==> config.mk <==
export PLATFORM = sky130hd
export DESIGN_NAME = wash_cycle_timer
export DESIGN_NICKNAME = d
export VERILOG_FILES = /design/src/rtl/wash_cycle_timer.sv
export SDC_FILE = /design/constraint.sdc
export NUM_CORES = 1
export LEC_CHECK = 0
export ABC_CLOCK_PERIOD_IN_PS = 4300
export BUFFER_PORTS_ARGS = -buffer_cell sky130_fd_sc_hd__clkbuf_2
export CORE_UTILIZATION = 53
export CTS_CLUSTER_DIAMETER = 80
export CTS_CLUSTER_SIZE = 8
export DETAILED_ROUTE_END_ITERATION = 16
export PLACE_DENSITY = 0.72
export SETUP_SLACK_MARGIN = 0.1
export SLEW_MARGIN = 10
export SYNTH_ARGS = -nofsm -noshare
export SYNTH_HDL_FRONTEND = slang
export SYNTH_SLANG_ARGS = --single-unit
==> constraint.sdc <==
create_clock -name clk -period 4.3 [get_ports clk]
set_input_delay 0.215 -clock clk [delete_from_list [all_inputs] [get_ports clk]]
set_output_delay 0.215 -clock clk [all_outputs]
set_load 0.005 [all_outputs]
==> src/rtl/wash_cycle_timer.sv <==
// Timing and supervision companion for automatic_washing_machine.
// Generates the wash/spin timeouts from per-program durations, runs the
// fill/drain watchdog and reports the remaining time of the active phase.
module wash_cycle_timer #(
    parameter int unsigned CNT_W       = 16,
    parameter int unsigned WASH_NORMAL = 600,
    parameter int unsigned WASH_QUICK  = 300,
    parameter int unsigned WASH_HEAVY  = 1200,
    parameter int unsigned SPIN_NORMAL = 200,
    parameter int unsigned SPIN_QUICK  = 100,
    parameter int unsigned SPIN_HEAVY  = 300,
    parameter int unsigned FILL_LIMIT  = 500,
    parameter int unsigned DRAIN_LIMIT = 400
) (
    input  logic             clk,
    input  logic             reset,
    input  logic [2:0]       state_in,
    input  logic [1:0]       program_sel,
    input  logic             pause,
    output logic             cycle_time_out,
    output logic             spin_time_out,
    output logic             fault,
    output logic             busy,
    output logic [CNT_W-1:0] remaining
);

    // Machine state codes as seen on state_in
    localparam logic [2:0] ST_IDLE  = 3'd0;
    localparam logic [2:0] ST_FILL  = 3'd1;
    localparam logic [2:0] ST_DET   = 3'd2;
    localparam logic [2:0] ST_WASH  = 3'd3;
    localparam logic [2:0] ST_DRAIN = 3'd4;
    localparam logic [2:0] ST_SPIN  = 3'd5;

    // Per-phase timer states
    localparam logic [1:0] T_IDLE = 2'd0;
    localparam logic [1:0] T_RUN  = 2'd1;
    localparam logic [1:0] T_DONE = 2'd2;

    localparam logic [CNT_W-1:0] CNT_ONE = CNT_W'(1);
    localparam logic [CNT_W-1:0] CNT_MAX = '1;

    logic [2:0]       prev_state;
    logic [1:0]       prog;

    logic [1:0]       wash_st,  wash_st_nxt;
    logic [CNT_W-1:0] wash_cnt, wash_cnt_nxt;
    logic [1:0]       spin_st,  spin_st_nxt;
    logic [CNT_W-1:0] spin_cnt, spin_cnt_nxt;

    logic [CNT_W-1:0] wd_cnt, wd_cnt_nxt;
    logic             fault_reg, fault_nxt;

    logic [CNT_W-1:0] wash_dur, spin_dur;
    logic [CNT_W-1:0] wash_load, spin_load;
    logic             phase_entry;

    assign phase_entry = (state_in != prev_state);

    // Duration lookup from the latched program; the reserved code runs as normal
    always_comb begin
        wash_dur = CNT_W'(WASH_NORMAL);
        spin_dur = CNT_W'(SPIN_NORMAL);
        case (prog)
            2'd1: begin
                wash_dur = CNT_W'(WASH_QUICK);
                spin_dur = CNT_W'(SPIN_QUICK);
            end
            2'd2: begin
                wash_dur = CNT_W'(WASH_HEAVY);
                spin_dur = CNT_W'(SPIN_HEAVY);
            end
            default: begin
                wash_dur = CNT_W'(WASH_NORMAL);
                spin_dur = CNT_W'(SPIN_NORMAL);
            end
        endcase
        // A zero duration still needs one edge to reach DONE
        wash_load = (wash_dur == '0) ? CNT_ONE : wash_dur;
        spin_load = (spin_dur == '0) ? CNT_ONE : spin_dur;
    end

    // Wash phase timer next-state: load on entry, count down unless paused
    always_comb begin
        wash_st_nxt  = wash_st;
        wash_cnt_nxt = wash_cnt;
        if (state_in != ST_WASH) begin
            wash_st_nxt  = T_IDLE;
            wash_cnt_nxt = '0;
        end else if (prev_state != ST_WASH) begin
            wash_st_nxt  = T_RUN;
            wash_cnt_nxt = wash_load;
        end else if (wash_st == T_RUN && !pause) begin
            if (wash_cnt <= CNT_ONE) begin
                wash_st_nxt  = T_DONE;
                wash_cnt_nxt = '0;
            end else begin
                wash_cnt_nxt = wash_cnt - CNT_ONE;
            end
        end
    end

    // Spin phase timer next-state: same behaviour as the wash timer
    always_comb begin
        spin_st_nxt  = spin_st;
        spin_cnt_nxt = spin_cnt;
        if (state_in != ST_SPIN) begin
            spin_st_nxt  = T_IDLE;
            spin_cnt_nxt = '0;
        end else if (prev_state != ST_SPIN) begin
            spin_st_nxt  = T_RUN;
            spin_cnt_nxt = spin_load;
        end else if (spin_st == T_RUN && !pause) begin
            if (spin_cnt <= CNT_ONE) begin
                spin_st_nxt  = T_DONE;
                spin_cnt_nxt = '0;
            end else begin
                spin_cnt_nxt = spin_cnt - CNT_ONE;
            end
        end
    end

    // Watchdog: restart on any phase change, saturating count in FILL/DRAIN
    always_comb begin
        wd_cnt_nxt = wd_cnt;
        fault_nxt  = fault_reg;
        if (phase_entry) begin
            wd_cnt_nxt = '0;
        end else if ((state_in == ST_FILL || state_in == ST_DRAIN) && !pause) begin
            if (wd_cnt != CNT_MAX) begin
                wd_cnt_nxt = wd_cnt + CNT_ONE;
            end
        end
        if (!phase_entry) begin
            if (state_in == ST_FILL && wd_cnt_nxt >= CNT_W'(FILL_LIMIT)) begin
                fault_nxt = 1'b1;
            end
            if (state_in == ST_DRAIN && wd_cnt_nxt >= CNT_W'(DRAIN_LIMIT)) begin
                fault_nxt = 1'b1;
            end
        end
    end

    // State registers; reset aborts any phase in progress
    always_ff @(posedge clk) begin
        if (reset) begin
            prev_state <= ST_IDLE;
            prog       <= 2'd0;
            wash_st    <= T_IDLE;
            wash_cnt   <= '0;
            spin_st    <= T_IDLE;
            spin_cnt   <= '0;
            wd_cnt     <= '0;
            fault_reg  <= 1'b0;
        end else begin
            prev_state <= state_in;
            if (prev_state == ST_IDLE && state_in == ST_FILL) begin
                prog <= program_sel;
            end
            wash_st    <= wash_st_nxt;
            wash_cnt   <= wash_cnt_nxt;
            spin_st    <= spin_st_nxt;
            spin_cnt   <= spin_cnt_nxt;
            wd_cnt     <= wd_cnt_nxt;
            fault_reg  <= fault_nxt;
        end
    end

    // Outputs follow state_in directly so timeouts drop the cycle the phase ends
    always_comb begin
        busy           = (state_in != ST_IDLE);
        fault          = fault_reg;
        cycle_time_out = (wash_st == T_DONE) && (state_in == ST_WASH) && !fault_reg;
        spin_time_out  = (spin_st == T_DONE) && (state_in == ST_SPIN) && !fault_reg;
        remaining      = '0;
        if (wash_st == T_RUN && state_in == ST_WASH) begin
            remaining = wash_cnt;
        end else if (spin_st == T_RUN && state_in == ST_SPIN) begin
            remaining = spin_cnt;
        end
    end

endmodule

# Yosys cells after proc, flatten, opt, wreduce, memory -nomap -nowiden
# Cells that the tools add are included.
# totals
register_bits,58
latch_bits,0
ramBits,0
mem_bits_ro,0
inputBits,8
out_inout_bits,20
wordCells,90
n_memories,0
# classes
addsub,3
n_mul,0
div,0
magnitude_cmp,4
n_eq_ne,16
n_shift,0
mux,23
bitwise,1
n_reduce_logical,33
# ops
cell,n
$mux W16,13
$ge A16 B9 Y1 const B,2
$le A16 B1 Y1 const B,2
$logic_not A16 Y1,2
$sub A16 B1 Y16 const B,2
$pmux W11 S2,1
$pmux W9 S2,1
$add A16 B1 Y16 const B,1
$ne A16 B16 Y1 const B,1
$logic_and A1 B1 Y1,12
$reduce_and A2 Y1,5
$reduce_bool A2 Y1,5
$mux W1,8
$eq A2 B1 Y1 const B,3
$eq A2 B2 Y1 const B,3
$eq A3 B3 Y1 const B,2
$ne A3 B2 Y1 const B,2
$ne A3 B3 Y1 const B,2
$reduce_or A3 Y1,2
$reduce_or A2 Y1,2
$eq A3 B1 Y1 const B,1
$eq A3 B2 Y1 const B,1
$logic_not A3 Y1,1
$ne A3 B3 Y1,1
4 further kinds,5

# Logic depth before layout (Yosys ltp)
# Gate-level depths: netlist of the first run.
# depth
depth_word,9
mapped_depth,9
ltp_nobuf,9

# Least setup slack after synthesis of the first run
# OpenSTA, ideal clock, no wires.
# synth_path
path_kind,flip-flop to flip-flop
startpoint,register wash_cnt[8]
endpoint,register wash_cnt[10]
setup_time_ps,128
arrival_time_ps,2026
path_slack_ps,2146
path_stages_with_launch,10
path_buffers,2
synth_period_minus_slack_ps,2154
path_cell_list,dfxtp_1 buf_2 or3_4 or4_4 o21ai_4 or2_1 buf_2 o21ai_1 a222oi_1 nor2_1
# synth_via
elab_chain_cells,4
word_cells_on_any_way,5
cone_classes,add/sub (1); order compare (1); mux (3)
# synth_rtl
element,line,rtl
start: declaration,47,"logic [CNT_W-1:0] wash_cnt, wash_cnt_nxt;"
start signal: assignment,161,wash_cnt <= wash_cnt_nxt;
$sub A16 B1 Y16 or $le A16 B1 Y1 (tied branches),"98, 94",
$mux W16 (*),94,if (wash_cnt <= CNT_ONE) begin
$mux W16 (*),93,end else if (wash_st == T_RUN && !pause) begin
$mux W16 (*),90,end else if (prev_state != ST_WASH) begin
# Mark *: on every way between the ends. The rest lies on a longest branch, timed or not. The select of a mux whose other input is x is not followed.
# A chain may end at the register's enable or synchronous reset.

# Worst setup path in the final report of the first run
# layout_path
startpoint,register prev_state[2]
endpoint,register fault_reg (netlist: fault)
# layout_via
elab_chain_cells,6
word_cells_on_any_way,10
cone_classes,order compare (2); eq/ne (1); mux (2); bitwise (1); reduce/logical (4)
# layout_rtl
element,line,rtl
start: declaration,43,logic [2:0] prev_state;
start signal: assignment,156,prev_state <= state_in;
$ne A3 B3 Y1 (*),58,assign phase_entry = (state_in != prev_state);
$mux W16,127,if (phase_entry) begin
"$ge A16 B9 Y1, on equally long branches","135, 138",
"$logic_and A1 B1 Y1, on equally long branches","135, 138",
$reduce_bool A2 Y1 (no line),--,
$reduce_and A2 Y1 (no line),--,
end signal: assignment,165,fault_reg <= fault_nxt;
end: declaration,52,"logic fault_reg, fault_nxt;"
# Mark *: on every way between the ends. The rest lies on a longest branch, timed or not.

==> results of run 1 <==
[stage by stage]
| stage | area, um^2 | power, mW | worst slack, ns | cells | hold slack [ns] |
|---|---|---|---|---|---|
| after CTS | 3770 | 1.11 | 1.84 | 534 | 0.110 |
| after global routing | 3770 | 1.15 | 1.61 | 534 | 0.126 |
| final | 3770 | 1.11 | 1.85 | 534 | 0.117 |
| after detailed placement | 3590 | 0.646 | 1.82 | 518 | 0.470 |
| after floorplan | 3430 | 0.625 | 2.15 | 431 | 0.284 |
| after global placement | 3590 | 0.645 | 1.80 | 518 | 0.471 |
[synthesized netlist by cell type, types with 9 or more instances]
cell type	number
a22o_1	16
inv_1	10
dfxtp_1	58
nand2_1	35
o21ai_0	20
nor2_1	71
nor2b_1	9
a211oi_1	9
a21oi_1	26
ha_1	9
nand3_1	11
xor2_1	10
nor3_1	17
clkbuf_1	11
[worst min-delay path: cells and delay by family]
family | cells | cell delay, ns
AO/OA/AOI/OAI | 1 | 0.05
AND/OR/NAND/NOR | 1 | 0.06
buffers and inverters | 1 | 0.09
[per-layer routing]
metal	wire length [um]	vias up	GRT usage (%)
met5	0	-	0
met4	177	0	12.3
met3	648	20	4.18
met2	3720	146	38.7
met1	4350	1619	41.6
li1	-	1646	-
[power groups by stage]
stage          Sequential, mW  Clock, mW  Combinational (mW)
6_report                0.549      0.475              0.0868
5_1_grt                 0.550      0.499              0.0962
4_1_cts                 0.549      0.476              0.0855
3_5_place_dp            0.561          0              0.0849
3_3_place_gp            0.561          0              0.0844
2_1_floorplan           0.558          0              0.0670
[cell families (layout without fill, tap and decap cells)]
family | Yosys count | in the layout | synth area share [%]
AND/OR/NAND/NOR | 209 | 209 | 32.3
AO/OA/AOI/OAI | 109 | 109 | 21.6
flip-flops | 58 | 58 | 33.9
buffers and inverters | 25 | 53 | 3.14
XOR/XNOR | 18 | 18 | 4.82
adder cells (fa/ha/maj) | 9 | 9 | 3.28
multiplexers | 3 | 3 | 0.912
[layout make-up]
class	instances	share of cell area [%]
tap	75	2.49
multi-input combinational	348	57.3
clock inverter	2	0.266
clock buffer	14	4.58
timing repair buffer	27	3.58
sequential	58	30.8
inverter	10	0.996
[layout by cell type (no fill, tap or decap), types with 4 or more instances in the layout]
cell,count
and3_1,8
a211oi_1,9
or3_1,4
nand3_1,11
inv_1,10
nor3_1,17
xor2_1,10
ha_1,9
o31ai_1,5
a21oi_1,26
clkbuf_8,12
nor4_1,8
nor3b_1,5
a22o_1,16
nor2b_1,9
or4_1,5
a31oi_1,7
dfxtp_1,58
o21ai_0,20
a221oi_1,4
xnor2_1,7
nand2_1,35
nand2b_1,6
nor2_1,71
nand4_1,4
clkbuf_2,27
[worst max path at each step]
| stage | cells past startpoint | end | slack, ns |
|---|---|---|---|
| 5_1_grt | 7 | fault | 1.61 |
| 6_report | 7 | fault | 1.85 |
| 2_1_floorplan | 9 | wash_cnt[10] | 2.15 |
| 3_3_place_gp | 8 | fault | 1.80 |
| 4_1_cts | 7 | fault | 1.84 |
| 3_5_place_dp | 8 | fault | 1.82 |
==> flow_metrics.py, run 1 <==
metrics = {
    "run_status": {
        "status": "complete, no violations",
    },
    "finish": {
        "utilization_pct": 61.8,
        "n_fill_cell": 549,
        "drive_gt1_share_pct": 12.0,
        "seqCellArea_um2": 1160,
        "num-nets-final": 471,
        "num_antenna_cells": 0,
        "syn_to_final_growth_pct": 9.96,
        "largestRegisters": "spin_cnt x16, wash_cnt x16, wd_cnt x16",
        "multi_input_area_um2": 2160,
    },
    "floorplan": {
        "die_area_um2": 6790,
        "io_pins": 28,
        "start_util_pct": 56.2,
        "core_um2": 6100,
        "die_y_um": 82.4,
        "die_x_um": 82.4,
        "rows": 28,
    },
    "sta": {
        "slew_viol_final": 0,
        "finalSetupTns_ns": 0,
        "rsz0062_at_grt": "false",
        "hold_viol_final": 0,
        "tightest_slew_ns": 1.06,
        "fmax_ghz": 0.408,
        "fin_crit_ns": 2.45,
        "clock-skew-final_ns": 0.00685,
        "relSlewSlack_pct": 29.4,
        "setup_violations": 0,
        "period_share_pct": 57.0,
    },
    "yosys": {
        "syn_area_per_cell_um2": 7.95,
        "yosysTopAreaCellShare_pct": 33.9,
        "ys_seq_area_share_pct": 33.9,
        "ys.flop_type": "dfxtp_1",
        "synth_nets": 448,
        "synth_area_um2": 3430,
        "synth_warnings": 0,
        "ys_async_sr_fraction_pct": 0,
        "synthCells": 431,
        "synthTopCellsByArea": "dfxtp_1 (34%), nor2_1 (7.8%), a22o_1 (4.1%)",
        "yosys.area.top_type": "dfxtp_1",
        "synth_edf_count": 0,
        "synth.distinct_cells": 62,
        "ys_ff_latch": 58,
    },
    "pwr": {
        "power.share.sequential_pct": 49.4,
        "irDropWorstVdd_mv": 0.221,
        "p_leak_nw": 1.44,
        "comb_power_share_pct": 7.8,
        "p_switching_mw": 0.283,
        "p_int_mw": 0.828,
        "swShare_pct": 25.4,
        "cellPowerDensity_nw_per_um2": 295,
        "p_clk_share_pct": 42.8,
    },
    "cts": {
        "post-cts-setup-buffers": 0,
        "tritoncts": "yes",
        "clock-sinks": 58,
        "htree_levels": 3,
        "clk_path_buf_depth": 2,
        "cts.clk_slew.worst_paths_ns": 0.07,
        "cts_inserted_buffers": 9,
        "clk_latency_ns": 0.34,
        "holdBufCountCts": 0,
        "root_buffer": "clkbuf_8",
        "cts_resized": 0,
    },
    "drt": {
        "wl_um": 8900,
        "first_iter_violations": 371,
        "wl_per_cell_um": 16.7,
        "postRouteAntennaNets": 0,
        "route.detailed.drc": 0,
        "first_pass_iters": 5,
        "via_per_inst": 6.43,
        "dr_total_vias": 3431,
    },
    "setup_path": {
        "rr_startpoint": "prev_state[2]",
        "crit_chain": "xor2_1 -> nor3_2 -> nand2b_1 -> a41o_1 -> nor2_1 -> nand4b_1 -> o41ai_1",
        "crit_family": "simple AND/OR/NAND/NOR gates",
        "crit_path_max_incr_delay_ns": 0.45,
        "worst_setup_path_end_kind": "flop",
        "r2r_cells": 7,
        "worst_path_max_delay_cell": "nand2b_1",
        "r2r_slack_ns": 1.85,
        "startpoint_type": "flop",
        "critPathMaxFanout": 16,
        "rr_endpoint": "fault",
        "path_class": "reg2reg",
        "cp.required_ns": 4.54,
        "path_buf_inv": 0,
        "worst_ep_arrival_time_ns": 2.70,
        "worstSetupStartpoint": "prev_state[2]",
    },
    "place": {
        "place_hpwl_um": 6400,
        "io_buffers": 27,
        "gp_congestion": 0.904,
    },
    "min_path": {
        "hold_class": "in2reg",
        "hold_depth": 3,
        "min_from": "program_sel[0]",
        "hold_end": "prog[0]",
    },
    "global_routing": {
        "first_global_vias": 2855,
        "grt_usage_pct": 27.8,
        "antenna_found_initial": 0,
        "overflow": 0,
        "grt_max_degree": 18,
        "grt_pass1_wl_um": 14200,
    },
    "flow_run": {
        "maxCapViolations": 0,
    },
}
Note: power is estimated with default switching activity, not from simulation.
==> inputs of run 2 (changes only) <==
--- a/config.mk
+++ b/config.mk
@@ -5,7 +5,8 @@
 export SDC_FILE = /design/constraint.sdc
 export NUM_CORES = 1
 export LEC_CHECK = 0
-export ABC_CLOCK_PERIOD_IN_PS = 4300
+export ABC_AREA = 1
+export ABC_CLOCK_PERIOD_IN_PS = 2600
 export BUFFER_PORTS_ARGS = -buffer_cell sky130_fd_sc_hd__clkbuf_2
 export CORE_UTILIZATION = 53
 export CTS_CLUSTER_DIAMETER = 80
==> constraint.sdc (replaced) <==
create_clock -name clk -period 2.6 [get_ports clk]
set_input_delay 0.13 -clock clk [delete_from_list [all_inputs] [get_ports clk]]
set_output_delay 0.13 -clock clk [all_outputs]
set_load 0.005 [all_outputs]
==> flow_metrics.py, run 2 <==
metrics = {
    "floorplan": {
        "rows": 30,
        "io_pins": 28,
        "die_area_um2": 7310,
        "die_x_um": 85.5,
        "die_y_um": 85.5,
        "core_um2": 6760,
        "start_util_pct": 54.7,
    },
    "sta": {
        "tightest_slew_ns": 0.739,
        "relSlewSlack_pct": 50.6,
        "slew_viol_final": 0,
        "setup_violations": 0,
        "hold_viol_final": 0,
        "finalSetupTns_ns": 0,
        "fmax_ghz": 0.443,
        "period_share_pct": 86.8,
        "fin_ws_ns": 0.344,
        "clock-skew-final_ns": 0.0104,
        "fin_crit_ns": 2.26,
        "rsz0062_at_grt": "false",
    },
    "yosys": {
        "post-synth-top-count-cell": "nand2_1",
        "synth_warnings": 0,
        "synthMuxAreaShare_pct": 0,
        "synth_edf_count": 0,
        "synth_common_cells": "nand2_1 (124), inv_1 (88), nor2_1 (73)",
        "synth-simple-area-share_pct": 37.8,
        "synth_compound_area_share_pct": 11.8,
        "ys_ff_latch": 58,
        "synth_nets": 581,
        "synth_xor_area_share_pct": 5.45,
        "ys.flop_type": "dfxtp_1",
        "yosys.area.top_type": "dfxtp_1",
        "ys_async_sr_fraction_pct": 0,
        "synthTopCellsByArea": "dfxtp_1 (31%), nand2_1 (13%), inv_1 (8.9%)",
        "synthAdderAreaFrac_pct": 3.05,
        "synth_top_family_by_area": "simple AND/OR/NAND/NOR gates",
        "synth_area_um2": 3700,
        "synthCells": 564,
        "ys_seq_area_share_pct": 31.4,
        "syn_area_per_cell_um2": 6.55,
        "yosysTopAreaCellShare_pct": 31.4,
        "synth.distinct_cells": 37,
    },
    "finish": {
        "num_antenna_cells": 0,
        "final_common_cell": "nand2_1",
        "drive_gt1_share_pct": 13.0,
        "num-nets-final": 613,
        "n_fill_cell": 648,
        "syn_to_final_growth_pct": 11.8,
        "layout_common_cells": "nand2_1 (124), inv_1 (88), nor2_1 (73)",
        "utilization_pct": 61.2,
        "largestRegisters": "spin_cnt x16, wash_cnt x16, wd_cnt x16",
        "finalNonFillerCells": 681,
    },
    "drt": {
        "first_iter_violations": 241,
        "via_per_inst": 5.43,
        "postRouteAntennaNets": 0,
        "dr_total_vias": 3697,
        "first_pass_iters": 5,
        "wl_per_cell_um": 13.6,
        "wl_um": 9290,
        "route.detailed.drc": 0,
    },
    "global_routing": {
        "grt_pass1_wl_um": 15400,
        "antenna_found_initial": 0,
        "first_global_vias": 3355,
        "grt_usage_pct": 26.5,
        "grt_max_degree": 20,
        "overflow": 0,
    },
    "pwr": {
        "comb_power_share_pct": 8.7,
        "power.share.sequential_pct": 44.8,
        "p_clk_share_pct": 46.4,
        "irDropWorstVdd_mv": 0.363,
        "p_leak_nw": 1.84,
        "finalPower_mw": 2.03,
        "p_int_mw": 1.52,
        "p_switching_mw": 0.509,
        "swShare_pct": 25.1,
        "cellPowerDensity_nw_per_um2": 490,
    },
    "setup_path": {
        "worst_setup_path_end_kind": "flop",
        "crit_top_cell": "nand2_1",
        "cp.required_ns": 2.88,
        "crit_path_max_incr_delay_ns": 0.58,
        "worst_ep_arrival_time_ns": 2.53,
        "crit_chain": "inv_1 -> ha_1 -> nand2_1 -> nor2_1 -> nand2_1 -> a21oi_1 -> nor2_1 -> inv_1 -> o21ai_0 -> nand2_1 -> a21oi_1",
        "worst_path_max_delay_cell": "nor2_1",
        "startpoint_type": "flop",
        "critPathMaxFanout": 12,
        "path_class": "reg2reg",
    },
    "place": {
        "pre_cts_ws_ns": 0.418,
        "dpl.cell_count": 665,
        "io_buffers": 27,
        "place_hpwl_um": 6970,
        "gp_congestion": 0.954,
    },
    "cts": {
        "clock-sinks": 58,
        "cts_resized": 0,
        "cts_inserted_buffers": 9,
        "post-cts-setup-buffers": 0,
        "holdBufCountCts": 0,
        "htree_levels": 3,
        "root_buffer": "clkbuf_8",
        "cts.clk_slew.worst_paths_ns": 0.07,
        "clk_latency_ns": 0.35,
        "clk_path_buf_depth": 2,
        "tritoncts": "yes",
    },
    "min_path": {
        "hold_class": "in2reg",
    },
    "flow_run": {
        "maxCapViolations": 0,
    },
    "run_status": {
        "status": "complete, no violations",
    },
}
[run 2: logic make-up (layout without fill, tap and decap cells)]
family,count (synthesis),in the layout
simple gates,299,299
buf+inv,101,138
compound gates,74,74
flops,58,58
xor+xnor,23,23
fa+ha+maj,9,9
[run 2: area by class of cell]
class / count / area, um^2 / share of cell area, %
timing repair buffer: 30 / 158 / 3.81
clock inverter: 5 / 77.6 / 1.88
sequential: 58 / 1160 / 28.1
inverter: 92 / 348 / 8.41
multi-input combinational: 405 / 2150 / 52.0
tap: 80 / 100 / 2.42
clock buffer: 11 / 141 / 3.42
[run 2: worst paths after layout]
| kind | startpoint | endpoint | slack, ns | cells after the start |
|---|---|---|---|---|
| max reg2reg | wash_cnt[0] | wash_cnt[13] | 0.34 | 11 |
| max | wash_cnt[0] | wash_cnt[13] | 0.34 | 11 |
| min | state_in[0] | prev_state[0] | 0.08 | 3 |
| min reg2reg | spin_cnt[1] | spin_cnt[1] | 0.47 | 2 |
[run 2: worst max-delay path: cells and delay by family, from the launching register on]
kind | cells | cell delay, ns
DFF | 1 | 0.34
and+or+nand+nor | 5 | 0.93
buffers and inverters | 2 | 0.25
adders and majority gates | 1 | 0.24
AOI/OAI and AO/OA | 3 | 0.42
[run 2: through the flow]
stage               hold WS (ns)  cell area [um^2]
floorplan                  0.255              3700
finish                    0.0810              4130
CTS                       0.0772              4130
detailed placement         0.420              3920
global placement           0.426              3920
global route              0.0945              4130
[run 2: metal layers]
| metal | part of all wire (%) | wire (um) | GRT usage (%) |
|---|---|---|---|
| met3 | 5.4 | 502 | 5.68 |
| met2 | 44 | 4070 | 42.3 |
| met5 | 0 | 0 | 0 |
| met1 | 49 | 4570 | 35.3 |
| met4 | 1.6 | 148 | 9.85 |
[run 2: power groups by stage]
stage	Clock (mW)	Sequential (mW)	Combinational [mW]
after CTS	0.955	0.908	0.175
after global routing	0.999	0.909	0.199
after floorplan	0	0.926	0.132
final	0.941	0.909	0.177
after global placement	0	0.928	0.170
after detailed placement	0	0.929	0.173
==> inputs of run 3 (changes only) <==
==> config.mk (replaced) <==
export PLATFORM = sky130hd
export DESIGN_NAME = wash_cycle_timer
export DESIGN_NICKNAME = d
export VERILOG_FILES = /design/src/rtl/wash_cycle_timer.sv
export SDC_FILE = /design/constraint.sdc
export NUM_CORES = 1
export LEC_CHECK = 0
export ABC_AREA = 1
export ABC_CLOCK_PERIOD_IN_PS = 2600
export CORE_UTILIZATION = 42
export CTS_CLUSTER_DIAMETER = 80
export CTS_CLUSTER_SIZE = 8
export DETAILED_ROUTE_END_ITERATION = 16
export DONT_BUFFER_PORTS = 1
export PLACE_DENSITY = 0.56
export SETUP_SLACK_MARGIN = 0.1
export SLEW_MARGIN = 0
export SYNTH_ARGS = -nofsm -noshare
export SYNTH_HDL_FRONTEND = slang
export SYNTH_SLANG_ARGS = --single-unit
==> flow_metrics.py, run 3 (synthesized netlist as in run 2, its figures left out) <==
metrics = {
    "sta": {
        "relSlewSlack_pct": 47.5,
        "fin_crit_ns": 2.27,
        "slew_viol_final": 0,
        "hold_viol_final": 0,
        "rsz0062_at_grt": "false",
        "tightest_slew_ns": 0.784,
        "setup_violations": 0,
        "fmax_ghz": 0.441,
        "period_share_pct": 87.3,
        "hold_slack_ns": 0.0249,
        "finalSetupTns_ns": 0,
        "clock-skew-final_ns": 0.00991,
    },
    "setup_path": {
        "crit_path_max_incr_delay_ns": 0.56,
        "rr_startpoint": "spin_cnt[0]",
        "worst_setup_path_end_kind": "primary output",
        "cp.required_ns": 2.47,
        "rr_endpoint": "spin_cnt[14]",
        "worst_path_max_delay_cell": "dlygate4sd3_1",
        "worst_ep_arrival_time_ns": 2.14,
        "startpoint_type": "input port",
        "crit_chain": "dlygate4sd3_1 -> inv_2 -> nor3_1 -> nand2_1 -> o22ai_1",
        "path_class": "in2out",
        "r2r_slack_ns": 0.46,
        "r2r_cells": 10,
        "critPathMaxFanout": 15,
    },
    "cts": {
        "clk_latency_ns": 0.34,
        "clock-sinks": 58,
        "cts_inserted_buffers": 9,
        "clk_path_buf_depth": 2,
        "cts.clk_slew.worst_paths_ns": 0.07,
        "root_buffer": "clkbuf_8",
        "tritoncts": "yes",
        "htree_levels": 3,
        "post-cts-setup-buffers": 0,
    },
    "global_routing": {
        "grtUsageMet3_pct": 5.92,
        "grt_use_met1_pct": 34.4,
        "grt_usage_pct": 23.3,
        "met2_usage_pct": 34.0,
        "first_global_vias": 3154,
        "grt_max_degree": 20,
        "top_usage_layer": "met1",
        "antenna_found_initial": 0,
        "grt_pass1_wl_um": 16100,
        "overflow": 0,
    },
    "floorplan": {
        "die_y_um": 95.8,
        "io_pins": 28,
        "rows": 33,
        "die_area_um2": 9180,
        "core_um2": 8380,
        "start_util_pct": 44.1,
        "die_x_um": 95.8,
    },
    "pwr": {
        "power.share.sequential_pct": 45.0,
        "p_int_mw": 1.52,
        "comb_power_share_pct": 8.6,
        "cellPowerDensity_nw_per_um2": 496,
        "p_clk_share_pct": 46.4,
        "p_switching_mw": 0.503,
        "p_leak_nw": 1.73,
        "irDropWorstVdd_mv": 0.249,
        "swShare_pct": 24.9,
    },
    "drt": {
        "first_iter_violations": 239,
        "postRouteAntennaNets": 0,
        "via_per_inst": 5.27,
        "route.detailed.drc": 0,
        "wl_um": 9920,
        "wl_per_cell_um": 14.5,
        "first_pass_iters": 5,
        "dr_total_vias": 3598,
    },
    "finish": {
        "drive_gt1_share_pct": 8.82,
        "utilization_pct": 48.6,
        "layout_common_cells": "nand2_1 (124), inv_1 (88), nor2_1 (72)",
        "largestRegisters": "spin_cnt x16, wash_cnt x16, wd_cnt x16",
        "num_antenna_cells": 0,
        "num-nets-final": 590,
        "final_common_cell": "nand2_1",
        "syn_to_final_growth_pct": 10.3,
    },
    "run_status": {
        "status": "complete, no violations",
    },
    "flow_run": {
        "maxCapViolations": 0,
    },
    "place": {
        "io_buffers": 0,
        "gp_congestion": 0.850,
        "place_hpwl_um": 7560,
    },
    "min_path": {
        "hold_depth": 2,
        "min_from": "program_sel[0]",
        "hold_class": "in2reg",
        "hold_end": "prog[0]",
    },
}
==> run 3: layout make-up <==
cell class                 instances  area (um^2)
clock inverter                     5         77.6
sequential                        58         1160
fill                             904         4310
clock buffer                      11          141
tap                              105          131
inverter                          92          348
timing repair buffer               7         65.1
multi-input combinational        405         2150
==> run 3: stage by stage <==
step / instance area, um^2 / cells / setup slack (ns) / total power [mW]
4_1_cts: 4070 / 683 / 0.331 / 2.04
6_report: 4080 / 683 / 0.331 / 2.02
3_5_place_dp: 3800 / 662 / 0.365 / 1.09
5_1_grt: 4080 / 683 / 0.191 / 2.10
2_1_floorplan: 3700 / 564 / 0.903 / 1.06
3_3_place_gp: 3800 / 662 / 0.419 / 1.09
==> run 3: power groups by stage <==
stage	sequential, mW	combinational [mW]	clock [mW]
after floorplan	0.926	0.132	0
final	0.909	0.174	0.939
after detailed placement	0.929	0.161	0
after CTS	0.908	0.173	0.959
after global routing	0.910	0.196	0.992
after global placement	0.929	0.160	0
==> run 3: critical path, delay by kind of cell <==
family | cells | cell delay, ns
buffers and inverters | 2 | 0.63
AOI/OAI and AO/OA | 1 | 0.43
and+or+nand+nor | 2 | 0.95
==> run 3: timing repair <==
item	CTS	global route
hold buffers	5	0
endpoints found under the hold margin	20	0
endpoints found under the setup margin	0	1
resized for setup	0	1
==> run 3: per-layer routing <==
layer  wire length (um)  part of all wire [%]
met3                617                   6.2
met4                 78                  0.79
met1               4990                    50
met2               4240                    43
met5                  0                     0
==> run 3: worst max-delay path by stage <==
| stage | endpoint | depth (start not counted) | startpoint |
|---|---|---|---|
| 6_report | remaining[3] | 5 | state_in[0] |
| 5_1_grt | remaining[3] | 5 | state_in[0] |
| 4_1_cts | wash_cnt[13] | 11 | wash_cnt[0] |
| 3_5_place_dp | wash_cnt[13] | 11 | wash_cnt[0] |
| 3_3_place_gp | wash_cnt[13] | 11 | wash_cnt[0] |
| 2_1_floorplan | fault | 16 | wd_cnt[0] |
